[config.mk]
export PLATFORM = sky130hd
export DESIGN_NAME = pipe_hazard_ctrl
export DESIGN_NICKNAME = d
export VERILOG_FILES = /design/src/rtl/pipe_hazard_ctrl.sv
export SDC_FILE = /design/constraint.sdc
export NUM_CORES = 1
export LEC_CHECK = 0
export ABC_AREA = 1
export CAP_MARGIN = 10
export CORE_UTILIZATION = 49
export DETAILED_ROUTE_END_ITERATION = 10
export PLACE_DENSITY = 0.83
export SETUP_SLACK_MARGIN = 0.1
export SLEW_MARGIN = 0
export SYNTH_ARGS = -nofsm -noshare
export SYNTH_HDL_FRONTEND = slang
export SYNTH_SLANG_ARGS = --single-unit
[constraint.sdc]
create_clock -name clk_i -period 1.7 [get_ports clk_i]
set_input_delay 0.34 -clock clk_i [delete_from_list [all_inputs] [get_ports clk_i]]
set_output_delay 0.34 -clock clk_i [all_outputs]
set_load 0.05 [all_outputs]
[src/rtl/pipe_hazard_ctrl.sv]
// Sequencing controller for the PC/FD/DE/EM registers: memory freeze, branch flush and load-use stall.
// Enables/flushes are combinational from state and inputs; state and statistics are registered.
module pipe_hazard_ctrl #(
    parameter int unsigned MEM_WAIT = 2
) (
    input  logic        clk_i,
    input  logic        rst_i,
    input  logic [3:0]  decode_rs1_i,
    input  logic [3:0]  decode_rs2_i,
    input  logic        decode_use1_i,
    input  logic        decode_use2_i,
    input  logic [3:0]  execute_rd_i,
    input  logic        execute_mem2reg_i,
    input  logic        branch_taken_i,
    input  logic        mem_start_i,
    output logic        pc_write_o,
    output logic        fd_write_o,
    output logic        de_write_o,
    output logic        em_write_o,
    output logic        fd_flush_o,
    output logic        de_flush_o,
    output logic [1:0]  ctrl_state_o,
    output logic [15:0] stall_cycles_o,
    output logic [7:0]  flush_count_o
);

    typedef enum logic [1:0] {
        RUN     = 2'd0,
        WAIT    = 2'd1,
        RELEASE = 2'd2
    } state_e;

    typedef enum logic [1:0] {
        M_NORMAL,
        M_FREEZE,
        M_BRANCH,
        M_LOADUSE
    } mode_e;

    localparam logic [3:0] MW = 4'(MEM_WAIT);

    state_e      state_q, state_d;
    logic [3:0]  cnt_q, cnt_d;
    logic [15:0] stall_q;
    logic [7:0]  flush_q;
    mode_e       mode;
    logic        load_use;

    assign load_use = execute_mem2reg_i && (execute_rd_i != 4'd0) &&
                      ((decode_use1_i && (decode_rs1_i == execute_rd_i)) ||
                       (decode_use2_i && (decode_rs2_i == execute_rd_i)));

    always_comb begin
        mode    = M_NORMAL;
        state_d = state_q;
        cnt_d   = cnt_q;
        case (state_q)
            RUN: begin
                if (mem_start_i && (MW != 4'd0)) begin
                    mode    = M_FREEZE;
                    cnt_d   = MW - 4'd1;
                    state_d = (MW == 4'd1) ? RELEASE : WAIT;
                end else if (branch_taken_i) begin
                    mode = M_BRANCH;
                end else if (load_use) begin
                    mode = M_LOADUSE;
                end
            end
            WAIT: begin
                mode = M_FREEZE;
                if (cnt_q <= 4'd1) begin
                    state_d = RELEASE;
                end else begin
                    cnt_d = cnt_q - 4'd1;
                end
            end
            RELEASE: begin
                // mem_start is ignored here; a held request re-triggers from RUN
                if (branch_taken_i) begin
                    mode = M_BRANCH;
                end else if (load_use) begin
                    mode = M_LOADUSE;
                end
                state_d = RUN;
            end
            default: state_d = RUN;
        endcase
    end

    always_comb begin
        pc_write_o = 1'b1;
        fd_write_o = 1'b1;
        de_write_o = 1'b1;
        em_write_o = 1'b1;
        fd_flush_o = 1'b0;
        de_flush_o = 1'b0;
        if (rst_i) begin
            pc_write_o = 1'b0;
            fd_write_o = 1'b0;
            de_write_o = 1'b0;
            em_write_o = 1'b0;
            fd_flush_o = 1'b1;
            de_flush_o = 1'b1;
        end else begin
            case (mode)
                M_FREEZE: begin
                    pc_write_o = 1'b0;
                    fd_write_o = 1'b0;
                    de_write_o = 1'b0;
                    em_write_o = 1'b0;
                end
                M_BRANCH: begin
                    fd_flush_o = 1'b1;
                    de_flush_o = 1'b1;
                end
                M_LOADUSE: begin
                    pc_write_o = 1'b0;
                    fd_write_o = 1'b0;
                    de_flush_o = 1'b1;
                end
                default: ;
            endcase
        end
    end

    always_ff @(posedge clk_i) begin
        if (rst_i) begin
            state_q <= RUN;
            cnt_q   <= 4'd0;
            stall_q <= 16'd0;
            flush_q <= 8'd0;
        end else begin
            state_q <= state_d;
            cnt_q   <= cnt_d;
            if (!pc_write_o && (stall_q != 16'hFFFF)) begin
                stall_q <= stall_q + 16'd1;
            end
            if ((mode == M_BRANCH) && (flush_q != 8'hFF)) begin
                flush_q <= flush_q + 8'd1;
            end
        end
    end

    assign ctrl_state_o   = state_q;
    assign stall_cycles_o = stall_q;
    assign flush_count_o  = flush_q;

endmodule

== Yosys cells after proc, flatten, opt, wreduce, memory -nomap -nowiden ==
Index checks and enable logic that the tools add are counted.

* Memories: 0
* Output and inout port bits: 32
* Bits in read-only memories: 0
* Bits of input ports: 19
* Bits in latches: 0
* Flip-flop bits (word level): 30
* Logic and storage cells: 53
* Bits in writable memories: 0

* Multiplexer cells: 18
* Equal/unequal tests: 12
* Multipliers: 0
* Add/subtract/negate cells: 3
* Order comparisons: 1
* Reduce and logical (&&, ||, !) cells: 15
* Divide/modulo/power cells: 0
* Bitwise logic cells: 0
* Shifts and indexed selects: 0

{| class="wikitable"
|+ Operators by type and width
! cell !! count
|-
| $add 16x1->16 const B || 1
|-
| $ne 16x16->1 const B || 1
|-
| $mux 2 || 5
|-
| $add 8x1->8 const B || 1
|-
| $eq 4x4->1 || 2
|-
| $mux 1 || 8
|-
| $mux 4 || 2
|-
| $ne 8x8->1 const B || 1
|-
| $pmux 4 s2 || 1
|-
| $eq 2x2->1 const B || 3
|-
| $logic_and 1x1->1 || 6
|-
| $ne 2x2->1 const B || 3
|-
| $pmux 2 s3 || 1
|-
| $eq 2x1->1 const B || 2
|-
| $le 4x1->1 const B || 1
|-
| $pmux 2 s2 || 1
|-
| $reduce_bool 4->1 || 1
|-
| $reduce_or 2->1 || 2
|-
| $sub 4x1->4 const B || 1
|-
| $reduce_and 3->1 || 1
|-
| $logic_not 2->1 || 1
|-
| $reduce_and 2->1 || 1
|-
| $reduce_bool 2->1 || 1
|-
| $logic_not 1->1 || 1
|-
| $logic_or 1x1->1 || 1
|}

== Longest topological paths before layout ==
Gate-level depths: netlist of the first run.

* Word-level depth: 14
* Mapped depth: 12
* Gate-level depth less buffers: 12

== Least setup slack after synthesis of the first run ==
OpenSTA, ideal clock, no wires.

* Path kind: reg-to-output
* Start point: register state_q[1] (netlist: ctrl_state_o[1])
* End point: output em_write_o
* Data required time: 1.360 ns
* Path slack: -0.600 ns
* Path buffers: 1
* Arrival: 1.960 ns
* Stages on the path, launching flop included: 6
* Path through: dfxtp_1 nor2_1 inv_2 nand2_1 nor2_1 buf_4

* Cells in the longest elaborated chain, start to end: 5
* Elaborated cells between the ends (all ways): 7
* Classes of those cells: eq/ne: 3; mux: 3; reduce/logical: 1

{| class="wikitable"
|+ Ends and longest elaborated chain
! what !! RTL line !! text
|-
| from (decl) || 42 || <nowiki>state_e state_q, state_d;</nowiki>
|-
| from (signal assigned) || 133 || <nowiki>state_q <= state_d;</nowiki>
|-
| $eq 2x2->1, or another cell as far along || 57 || <nowiki>case (state_q)</nowiki>
|-
| $pmux 2 s3 * || 57 ||
|-
| $eq 2x1->1 * || n/a ||
|-
| $mux 1 * (2 in a row) || n/a ||
|-
| to (decl) || 19 || <nowiki>output logic em_write_o,</nowiki>
|}

Every way passes the cells marked *; elsewhere a longest branch is shown, timed or not.

== Final worst setup path of the first run ==
* Start point: register state_q[1] (netlist: ctrl_state_o[1])
* End point: output fd_write_o

* Cells in the longest elaborated chain, start to end: 6
* Elaborated cells between the ends (all ways): 9
* Classes of those cells: eq/ne: 4; mux: 3; reduce/logical: 2

{| class="wikitable"
|+ Ends and longest elaborated chain
! what !! RTL line !! text
|-
| $eq 2x2->1, or another cell as far along || 57 ||
|-
| $pmux 2 s3 * || 57 ||
|-
| $eq 2x2->1 or $eq 2x1->1 (tied branches) || 105 || <nowiki>case (mode)</nowiki>
|-
| $reduce_or 2->1 (no source line) * || n/a ||
|-
| $mux 1 * || 105 ||
|-
| $mux 1 * || 97 || <nowiki>if (rst_i) begin</nowiki>
|-
| to (decl) || 17 || <nowiki>output logic fd_write_o,</nowiki>
|}

Marked as above.

==> summary.md, run 1 <==
| Metric | Value |
|---|---|
| Gate power share | `0.335` |
| Final worst slack | `-3.99 ps` |
| Dpl cells | `371` |
| Final period utilization | `1.00` |
| Post-synth EDFFs | `0` |
| Clk sinks | `30` |
| WP data arrival | `between 1000 and 1500 ps` |
| Setup CP Type | `reg -> out` |
| FMAX | `0.587 GHz` |
| Core ar. | `3740 µm²` |
| Worst Setup Start Kind | `flip-flop` |
| Drt pass-1 iters | `4` |
| First-pass GRT wire length | `8350 µm` |
| Max VDD drop | `around 430 µV` |
| Synthesized instance count | `265` |
| Clk pwr share | `0.276` |
| Initial antenna violation count | `0` |
| Hold depth | `1` |
| Die X | `65.0 µm` |
| Failing checks | `setup timing` |
| Most common cell in the synthesized netlist | `nand2_1` |
| CTS H-tree depth | `2` |
| Largest net degree at the start of global routing | `16` |
| Slew margin rel. | `0.802` |
| Instance area after placement | `2570 µm²` |
| Leak Pwr | `1.20 nW` |
| Setup WS pre-CTS | `-562 ps` |
| Synth top cells by count | `nand2_1, dfxtp_1, nor2_1` |
| Max FO, Critical Path | `3` |
| Synth cell types | `38` |
| Non-Filler Instances | `~380` |
| Post-route DRC | `0` |
| Setup Skew | `around 8.7 ps` |
| FF+latch count, synth | `30` |
| Final Max Tran Viols | `0` |
| Routed WL | `5110 µm` |
| Endpoints failing hold | `0` |
| Worst hold endpoint | `flush_count_o[0]$_SDFFE_PP0P_` |
| Synth top area share | `0.309` |
| Sequential share of the synthesized area | `0.309` |
| CTS max path bufs | `2` |
| Ys async rst share | `0` |
| FF-to-FF Start | `ctrl_state_o[0]$_SDFFE_PP0P_` |
| # fillers | `290` |
| IO Count | `51` |
| RSZ-0062 raised after global routing | `true` |
| ANT nets after route | `0` |
| # setup viols final | `2` |
| Nets | `358` |
| Starting DRT DRC Count | `106` |
| Synth area leader | `dfxtp_1` |
| Sw power | `~0.7 mW` |
| Post-synth top flop | `dfxtp_1` |
| Final Cell Area | `2820 µm²` |
| Status | `finished, violations left` |
| Synth warn | `0` |
| Area growth syn-to-layout | `45.1%` |
| FF-to-FF path depth | `7` |
| Placement row count | `22` |
| Port bufs | `50` |
| Hold Path Class | `reg -> reg` |
| Die area | `approximately 4200 µm²` |
| Worst-margin pin slew | `297 ps` |
| Int Pwr | `1.31 mW` |
| Sw frac | `0.354` |
| Cts bufs inserted | `5` |
| Hold-fix buffers, CTS | `0` |
| Sequential power share | `0.389` |
| Clk pin slew, worst setup/hold paths | `70 ps` |
| Root buf cell | `clkbuf_8` |
| Syn_area_per_cell | `7.34 µm²` |
| Hold_ws | `469 ps` |
| Reg2Reg Setup Slack | `approximately 160 ps` |
| Syn_nets | `288` |
| Vert. Die Dim | `65.0 µm` |
| Global route total overflow | `0` |
| Pwr Density | `717 nW/µm²` |
| Max-cap viol count | `0` |
| Critical Path Sink Type | `output pin` |
| Tot GR Track Use | `0.254` |
| Clk Latency, worst-skew pair | `between 200 and 300 ps` |
| Via count | `2026` |
| End of the worst register-to-register path | `flush_count_o[3]$_SDFFE_PP0P_` |
| Synth top area cells | `dfxtp_1, nand2_1, nand3_1, nor2_1, a21oi_2` |
| Vias per cell | `5.28` |
| Crit path time final | `1700 ps` |
| Synth Cell Area | `1940 µm²` |
| Routed wire per std cell | `around 13 µm` |
| # diodes | `0` |
| Vias in the first global route | `between 1500 and 2000` |
| Worst EP required | `about 1400 ps` |
| Starting Density | `0.519` |
| Share of cells above drive strength 1 | `0.473` |
| HP Start | `flush_count_o[0]$_SDFFE_PP0P_` |
| DP Wirelength | `3550 µm` |
| CTS tree | `built` |
| Global placement routability congestion | `0.887` |
-- cells by family after synthesis --
logic type | after synthesis | share of synthesized area
DFF | 30 | 0.309
AOI/OAI and AO/OA | 39 | 0.127
and+or+nand+nor | 133 | 0.351
buffers and inverters | 41 | 0.106
xor gates and xnor gates | 18 | 0.0811
adders and majority gates | 4 | 0.0257
-- how the worst max path moves through the flow --
stage | startpoint | depth (start not counted) | slack, ps | to
2_1_floorplan | execute_rd_i[0] | 11 | -190 | pc_write_o
3_3_place_gp | execute_rd_i[0] | 11 | -540 | pc_write_o
3_5_place_dp | execute_rd_i[0] | 11 | -560 | pc_write_o
4_1_cts | ctrl_state_o[1]$_SDFFE_PP0P_ | 6 | -30 | pc_write_o
5_1_grt | execute_rd_i[1] | 10 | -80 | pc_write_o
6_report | ctrl_state_o[1]$_SDFFE_PP0P_ | 6 | -4 | fd_write_o
-- flip-flops by register name, indices dropped and copies added (netlist names) --
| register | cells |
|---|---|
| stall_cycles_o | 16 |
| flush_count_o | 8 |
| ctrl_state_o | 2 |
| cnt_q | 4 |
-- area by class of cell --
| class | instances | area, µm² | area share |
|---|---|---|---|
| clock inverter | 2 | 8.76 | 0.00310 |
| tap | 48 | 60.1 | 0.0213 |
| timing repair buffer | 71 | 656 | 0.232 |
| multi-input combinational | 194 | 1240 | 0.441 |
| sequential | 30 | 634 | 0.225 |
| inverter | 33 | 145 | 0.0514 |
| clock buffer | 6 | 72.6 | 0.0257 |
-- cell usage in the layout (no fill, tap or decap), types with 3 or more instances in the layout --
| cell | instances |
|---|---|
| dfxtp_2 | 15 |
| dlygate4sd2_1 | 4 |
| o21ai_1 | 5 |
| a21oi_2 | 11 |
| nor3_1 | 4 |
| nor2_2 | 4 |
| xor2_1 | 8 |
| dfxtp_1 | 11 |
| nand3_1 | 23 |
| buf_12 | 5 |
| buf_4 | 47 |
| nor2_4 | 4 |
| buf_8 | 5 |
| nor2_1 | 21 |
| clkbuf_8 | 5 |
| nor3_2 | 4 |
| inv_2 | 12 |
| nand4_1 | 5 |
| dfxtp_4 | 4 |
| buf_6 | 6 |
| nand3_2 | 3 |
| inv_1 | 16 |
| a21oi_1 | 13 |
| nand2_1 | 40 |
| ha_1 | 4 |
| xnor2_1 | 8 |
| o21ai_0 | 5 |
| nand2_2 | 13 |
-- critical path: stages (launching register included) --
cell and delay [ps]:
dfxtp_4 360, or2_4 240, nand2_2 70, inv_2 40, nand3_4 70, clkinvlp_4 120, buf_8 160
-- metal layers --
metal / track usage / routed length (µm)
met3: 0.0511 / 222
met1: 0.297 / 2210
met2: 0.445 / 2590
met5: 0 / 0
met4: 0.103 / 87
-- per-stage QoR --
step | power, mW | TNS (ps) | utilization
floorplan | 1.20 | -223 | -
global placement | 1.38 | -11290 | 0.688
detailed placement | 1.39 | -12280 | 0.688
CTS | 1.99 | -64.3 | 0.729
global route | 2.11 | -260 | 0.754
finish | 2.02 | -7.32 | 0.754
-- repair_timing --
action	CTS	global route
hold endpoints to repair	0	0
buffers inserted	4	1
gates resized for setup	87	29
setup endpoints to repair	24	18
pin swaps	29	20
-- power groups by stage --
stage	registers [mW]	clock network [mW]	logic, mW
CTS	0.785	0.564	0.641
global placement	0.797	0	0.583
floorplan	0.872	0	0.326
global route	0.792	0.591	0.729
finish	0.787	0.558	0.679
detailed placement	0.798	0	0.594
No activity file was read; power rests on OpenSTA's default activity.
==> run 2: changes to the inputs <==
Settings changed: CORE_MARGIN from default to 4, PLACE_DENSITY 0.83 to 0.78.
==> summary.md, run 2 (same netlist as run 1, synthesis figures left out) <==
| Metric | Value |
|---|---|
| Routed WL | `4930 µm (-3.5%)` |
| FMAX | `0.593 GHz (+1.0%)` |
| Critical Path Sink Type | `output pin` |
| Post-route DRC | `0 (unchanged)` |
| Non-Filler Instances | `380 (-1.0%)` |
| Worst Setup Start Kind | `flip-flop` |
| Setup CP Type | `reg -> out` |
| Clk Latency, worst-skew pair | `280 ps (about the same)` |
| Cts bufs inserted | `5 (unchanged)` |
| RSZ-0062 raised after global routing | `true` |
| Worst setup endpoint | `fd_write_o` |
| Via count | `1982 (-2.2%)` |
| Register Area | `634 µm² (unchanged)` |
| Vias per cell | `5.22 (-1.1%)` |
| Crit path from | `ctrl_state_o[1]$_SDFFE_PP0P_` |
| IO Count | `51 (unchanged)` |
| Max FFs per register | `16 (unchanged)` |
| Initial antenna violation count | `0 (unchanged)` |
| Dpl cells | `364 (-1.9%)` |
| Share of cells above drive strength 1 | `0.473 (about the same)` |
| Die X | `71.0 µm (+9.2%)` |
| Core ar. | `3740 µm² (unchanged)` |
| Max-cap viol count | `0 (unchanged)` |
| Starting DRT DRC Count | `80 (-25%)` |
| Clk pin slew, worst setup/hold paths | `70 ps (about the same)` |
| CTS tree | `built` |
| CTS max path bufs | `2 (unchanged)` |
| FF-to-FF Start | `stall_cycles_o[0]$_SDFFE_PP0P_` |
| Most frequent cells in the layout | `nand2_1, buf_4, nand3_1` |
| Nets | `354 (-1.1%)` |
| Routed wire per std cell | `13.0 µm (-2.5%)` |
| Global route total overflow | `0 (unchanged)` |
| # diodes | `0 (unchanged)` |
| Placement row count | `22 (unchanged)` |
| Sequential power share | `0.383 (-0.006)` |
| Max FO, Critical Path | `4 (+1)` |
| Hold-fix buffers, CTS | `0 (unchanged)` |
| Vert. Die Dim | `71.0 µm (+9.2%)` |
| Clk sinks | `30 (unchanged)` |
| Setup Skew | `7.68 ps (-1.00 ps)` |
| Gate power share | `0.324 (-0.011)` |
| Crit path time final | `1690 ps (-17.2 ps)` |
| Endpoints failing hold | `0 (unchanged)` |
| Crit path depth | `6 (unchanged)` |
| Max VDD drop | `486 µV (+12%)` |
| Slew margin rel. | `0.804 (+0.00173)` |
| Drt pass-1 iters | `4 (unchanged)` |
| Hold_ws | `475 ps (+5.09 ps)` |
| Reg2Reg Setup Slack | `200 ps (+40 ps)` |
| Final Power | `2.07 mW (+2.3%)` |
| Int Pwr | `1.36 mW (+3.8%)` |
| Status | `finished, final reports clean` |
| Root buf cell | `clkbuf_8` |
| Largest net degree at the start of global routing | `16 (unchanged)` |
| WP data arrival | `1350 ps (about the same)` |
| FF-to-FF path depth | `7 (unchanged)` |
| Clk pwr share | `0.293 (+0.017)` |
| DP Wirelength | `3550 µm (-0.18%)` |
| Vias in the first global route | `1808 (-8.5%)` |
| Final Max Tran Viols | `0 (unchanged)` |
| Kind of cell adding the most delay to the critical path | `simple AND/OR/NAND/NOR gates` |
| Critical-path top delay cell | `dfxtp_4` |
| CTS H-tree depth | `2 (unchanged)` |
| Hold Path Class | `reg -> reg` |
| Worst EP required | `1360 ps (about the same)` |
| ANT nets after route | `0 (unchanged)` |
| Worst-margin pin slew | `293 ps (-3.84 ps)` |
| End of the worst register-to-register path | `stall_cycles_o[4]$_SDFFE_PP0P_` |
| Port bufs | `50 (unchanged)` |
| Sw frac | `0.344 (-0.00960)` |
| Leak Pwr | `1.18 nW (-1.1%)` |
| Global placement routability congestion | `0.839 (-5.4%)` |
| # setup viols final | `0 (-2)` |
| First-pass GRT wire length | `8000 µm (-4.2%)` |
| # fillers | `285 (-1.7%)` |
| Die area | `5040 µm² (+19%)` |
| Final period utilization | `0.992 (-0.0101)` |
| Starting Density | `0.519 (unchanged)` |
| Sw power | `0.712 mW (-0.49%)` |
| Critical path, cell by cell | `or2_4 > nand2_2 > inv_2 > nand3_4 > clkinvlp_4 > buf_8` |
| Tot GR Track Use | `0.194 (-0.0597)` |
| Multi-input logic area | `1230 µm² (-0.80%)` |
| Pwr Density | `739 nW/µm² (+3.0%)` |
| Crit-path max cell delay | `360 ps (about the same)` |
| Critical path buffers and inverters | `3 (unchanged)` |
| Area growth syn-to-layout | `44.1%` |
run 2: changes by cell type in the layout (fill, tap and decap cells not counted), sizes merged:
cell | previous run | this run
inv | 31 | 32
buf | 65 | 61
clkdlybuf4s15 | 1 | 2
clkinv | 3 | 2
dlygate4sd2 | 4 | 3
run 2: power groups by stage:
stage          clock [mW]  combinational [mW]  sequential (mW)
2_1_floorplan           0               0.326            0.872
3_3_place_gp            0               0.565            0.805
3_5_place_dp            0               0.574            0.805
4_1_cts             0.615               0.618            0.791
5_1_grt             0.647               0.718            0.800
6_report            0.606               0.671            0.792
run 2: metal layers:
metal / wire [µm] / track usage
met3: 284 / 0.0469
met2: 2590 / 0.358
met1: 2000 / 0.219
met4: 56 / 0.0564
met5: 0 / 0
run 2: cell type report:
type / instances / area share
clock buffer: 6 / 0.0295
clock inverter: 2 / 0.00402
inverter: 33 / 0.0518
multi-input combinational: 194 / 0.441
sequential: 30 / 0.226
tap: 48 / 0.0214
timing repair buffer: 67 / 0.226
run 2: worst min-delay path by stage:
stage,cells after the start,start,end
after floorplan,2,cnt_q[0]$_SDFFE_PP0P_,cnt_q[0]$_SDFFE_PP0P_
after global routing,1,flush_count_o[0]$_SDFFE_PP0P_,flush_count_o[0]$_SDFFE_PP0P_
after CTS,1,flush_count_o[0]$_SDFFE_PP0P_,flush_count_o[0]$_SDFFE_PP0P_
after detailed placement,1,flush_count_o[0]$_SDFFE_PP0P_,flush_count_o[0]$_SDFFE_PP0P_
final,1,flush_count_o[0]$_SDFFE_PP0P_,flush_count_o[0]$_SDFFE_PP0P_
after global placement,1,flush_count_o[0]$_SDFFE_PP0P_,flush_count_o[0]$_SDFFE_PP0P_
run 2: stage by stage:
step | cell area, µm² | setup slack, ps | utilization | setup TNS, ps
after floorplan | 2010 | -189 | - | -223
after global placement | 2520 | -510 | 0.673 | -10020
after detailed placement | 2520 | -536 | 0.673 | -10850
after CTS | 2700 | -4.23 | 0.720 | -8.24
after global routing | 2800 | -56.9 | 0.748 | -113
final | 2800 | 13.2 | 0.748 | 0
run 2: repair_timing:
action / in CTS / in global routing
endpoints found under the setup margin: 22 / 16
pin swaps: 27 / 21
resized for setup: 89 / 27
buffers inserted: 5 / 3
==> run 3: changes to the inputs <==
Settings changed: SETUP_SLACK_MARGIN 0.1 to 0.4.
==> summary.md, run 3 <==
| Metric | Value |
|---|---|
| Share of synthesized cell area in full adder, half adder and majority cells | `0.0257 (unchanged)` |
| Worst EP post-GRT repair | `de_flush_o` |
| Worst_ep kind | `top-level output` |
| Post-synth EDFFs | `0 (unchanged)` |
| Dpl cells | `366 (+0.55%)` |
| Root buf cell | `clkbuf_8` |
| Sequential share of the synthesized area | `0.309 (unchanged)` |
| DP Wirelength | `3730 µm (+5.2%)` |
| Ys async rst share | `0 (unchanged)` |
| Synth area leader | `dfxtp_1` |
| Cts bufs inserted | `5 (unchanged)` |
| Largest net degree at the start of global routing | `19` |
| Placement row count | `22 (unchanged)` |
| Global placement routability congestion | `0.881 (+5.0%)` |
| Post-synth top flop | `dfxtp_1` |
| Synth cell types | `38 (unchanged)` |
| Post-Synth XOR/XNOR Area | `0.0811 (unchanged)` |
| Syn_nets | `288 (unchanged)` |
| Post-synthesis compound-gate area fraction | `0.127 (unchanged)` |
| Synth Area in Simple Gates | `0.351 (unchanged)` |
| Status | `aborted with a tool error` |
| CTS max path bufs | `2 (unchanged)` |
| Synth Cell Area | `1940 µm² (unchanged)` |
| Hold-fix buffers, CTS | `0 (unchanged)` |
| Synth top cells by count | `nand2_1, dfxtp_1, nor2_1` |
| Synth top area cells | `dfxtp_1, nand2_1, nand3_1, nor2_1, a21oi_2` |
| Largest family of logic cells by synthesized area | `simple AND/OR/NAND/NOR gates` |
| Most common cell in the synthesized netlist | `nand2_1` |
| Vert. Die Dim | `71.0 µm (unchanged)` |
| Syn_area_per_cell | `7.34 µm² (unchanged)` |
| Mux cell area share after synthesis | `0 (unchanged)` |
| Die X | `71.0 µm (unchanged)` |
| IO Count | `51 (unchanged)` |
| FF+latch count, synth | `30 (unchanged)` |
| Clk sinks | `30 (unchanged)` |
| Synthesized instance count | `265 (unchanged)` |
| Log Error | `[ERROR DPL-0038] Utilization greater than 100%, impossible to legalize` |
| Synth top area share | `0.309 (unchanged)` |
| Port bufs | `50 (unchanged)` |
| CTS H-tree depth | `2 (unchanged)` |
| Failing step | `global routing` |
| Starting Density | `0.519 (unchanged)` |
| Synth warn | `0 (unchanged)` |
run 3: cell counts after synthesis:
No cell type changed its count.
run 3: per-stage QoR:
| stage | area [µm²] | worst slack (ps) |
|---|---|---|
| floorplan | 2120 | -189 |
| detailed placement | 2650 | -503 |
| CTS | 3280 | -86.8 |
| global placement | 2650 | -468 |
run 3: kinds of logic after synthesis:
logic type                 Yosys count
AOI/OAI and AO/OA                   39
xor gates and xnor gates            18
adders and majority gates            4
buffers and inverters               41
DFF                                 30
and+or+nand+nor                    133
run 3: what timing repair did:
| action | CTS |
|---|---|
| endpoints found under the setup margin | 35 |
| gates resized for setup | 140 |
| pin swaps | 48 |
| buffers inserted | 29 |
| gates cloned | 2 |
| endpoints found under the hold margin | 0 |
==> run 4: changes to the inputs <==
Settings changed: CORE_UTILIZATION 49 to 35, PLACE_DENSITY 0.78 to default, PLACE_DENSITY_LB_ADDON from default to 0.15, SETUP_SLACK_MARGIN 0.4 to default.
==> summary.md, run 4 (same netlist as run 1, synthesis figures left out) <==
| Metric | Value |
|---|---|
| Status | `finished, final reports clean` |
| Placement row count | `26 (+18%)` |
| RSZ-0062 raised after global routing | `true` |
| Final Max Tran Viols | `0` |
| Nets | `359` |
| Kind of cell adding the most delay to the critical path | `simple AND/OR/NAND/NOR gates` |
| CTS H-tree depth | `2 (unchanged)` |
| Multi-input logic area | `between 1000 and 1500 µm²` |
| Most common cell after layout, fill and taps aside | `buf_4` |
| Global placement routability congestion | `0.827 (-6.1%)` |
| Setup Skew | `4.41 ps` |
| Core ar. | `approximately 5200 µm²` |
| Top sig layer | `met4` |
| Hold-fix buffers, CTS | `0 (unchanged)` |
| Hold Path Class | `reg -> reg` |
| Critical path buffers and inverters | `3` |
| Endpoints failing hold | `0` |
| Worst EP required | `1360 ps` |
| Post-route DRC | `0` |
| WP data arrival | `roughly 1300 ps` |
| Non-Filler Instances | `around 410` |
| Pwr Density | `710 nW/µm²` |
| Critical Path Sink Type | `output pin` |
| Crit path depth | `6` |
| Routed wire per std cell | `12.0 µm` |
| ANT nets after route | `0` |
| FF-to-FF path depth | `8` |
| Critical path, cell by cell | `or2_4 > nand2_4 > inv_2 > nand3_4 > clkinvlp_4 > buf_8` |
| Die X | `82.5 µm (+16%)` |
| # setup viols final | `0` |
| Crit-path max cell delay | `~350 ps` |
| Register Area | `626 µm²` |
| Met3 wire length | `258 µm` |
| Clk Latency, worst-skew pair | `about 280 ps` |
| Critical-path top delay cell | `dfxtp_4` |
| Tot GR Track Use | `0.156` |
| Max FFs per register | `16` |
| Worst-margin pin slew | `348 ps` |
| Setup CP Type | `reg -> out` |
| CTS tree | `built` |
| FMAX | `0.595 GHz` |
| Hold depth | `1` |
| Dpl cells | `395 (+7.9%)` |
| Most frequent cells in the layout | `buf_4, nand2_1, nand3_1` |
| Initial antenna violation count | `0` |
| Die area | `between 6000 and 7000 µm²` |
| # diodes | `0` |
| Area growth syn-to-layout | `46.9%` |
| Cts bufs inserted | `5 (unchanged)` |
| Root buf cell | `clkbuf_8` |
| Vias per cell | `between 4 and 5` |
| Starting DRT DRC Count | `45` |
| Vias in the first global route | `roughly 1800` |
| Final TNS setup | `0 ps` |
| Global route total overflow | `0` |
| DP Wirelength | `3720 µm (-0.23%)` |
| Routed WL | `4870 µm` |
| Vert. Die Dim | `82.5 µm (+16%)` |
| CTS max path bufs | `2 (unchanged)` |
| Via count | `1928` |
| Leak Pwr | `about 1.2 nW` |
| Drt pass-1 iters | `4` |
| Starting Density | `0.371 (-0.148)` |
| Port bufs | `50 (unchanged)` |
| Final Cell Area | `between 2000 and 3000 µm²` |
| Share of cells above drive strength 1 | `0.445` |
| Max-cap viol count | `0` |
| Crit path time final | `approximately 1700 ps` |
| Clk pin slew, worst setup/hold paths | `60 ps` |
| Largest net degree at the start of global routing | `19` |
| Worst Setup Start Kind | `flip-flop` |
| Final Power | `roughly 2 mW` |
| Slew margin rel. | `0.765` |
| IO Count | `51 (unchanged)` |
| # fillers | `516` |
| Instance area after placement | `2660 µm² (+0.47%)` |
| Final period utilization | `0.988` |
| DRT met1 WL | `2130 µm` |
| Max FO, Critical Path | `4` |
| Met2 routed WL | `2420 µm` |
| Max VDD drop | `365 µV` |
| First-pass GRT wire length | `8200 µm` |
| Clk sinks | `30 (unchanged)` |
-- run 4: metrics by stage --
step | setup slack (ps) | util | hold slack, ps
2_1_floorplan | -189 | - | 487
3_3_place_gp | -529 | 0.507 | 452
3_5_place_dp | -533 | 0.507 | 459
4_1_cts | -12.9 | 0.522 | 473
5_1_grt | -53.5 | 0.545 | 504
6_report | 20.5 | 0.545 | 472
-- run 4: final timing paths --
path,startpoint,endpoint,slack [ps]
worst max register to register,ctrl_state_o[0]$_SDFFE_PP0P_,flush_count_o[7]$_SDFFE_PP0P_,140
worst min-delay path,flush_count_o[0]$_SDFFE_PP0P_,flush_count_o[0]$_SDFFE_PP0P_,470
worst min register to register,flush_count_o[0]$_SDFFE_PP0P_,flush_count_o[0]$_SDFFE_PP0P_,470
worst max-delay path,ctrl_state_o[1]$_SDFFE_PP0P_,pc_write_o,20
-- run 4: layer usage --
metal	GRT usage	vias to the layer above
met2	0.263	42
li1	-	1003
met1	0.191	877
met5	0	-
met4	0.0539	0
met3	0.0401	6
-- run 4: layout make-up --
type	instances	share of cell area
timing repair buffer	72	0.241
clock buffer	7	0.0302
sequential	30	0.219
multi-input combinational	194	0.427
tap	70	0.0307
clock inverter	1	0.00175
inverter	33	0.0508
-- run 4: report_power, final --
part,switching [mW],internal (mW),total [mW]
combinational,0.387,0.278,0.665
sequential,0.0350,0.744,0.779
clock,0.256,0.326,0.582
-- run 4: repair_timing --
action                                 in CTS  in global routing
pin swaps                                  23                 19
endpoints found under the hold margin       0                  0
gates resized for setup                    62                 35
setup endpoints to repair                  22                  8
buffers inserted                            1                  3
gates cloned                                0                  0
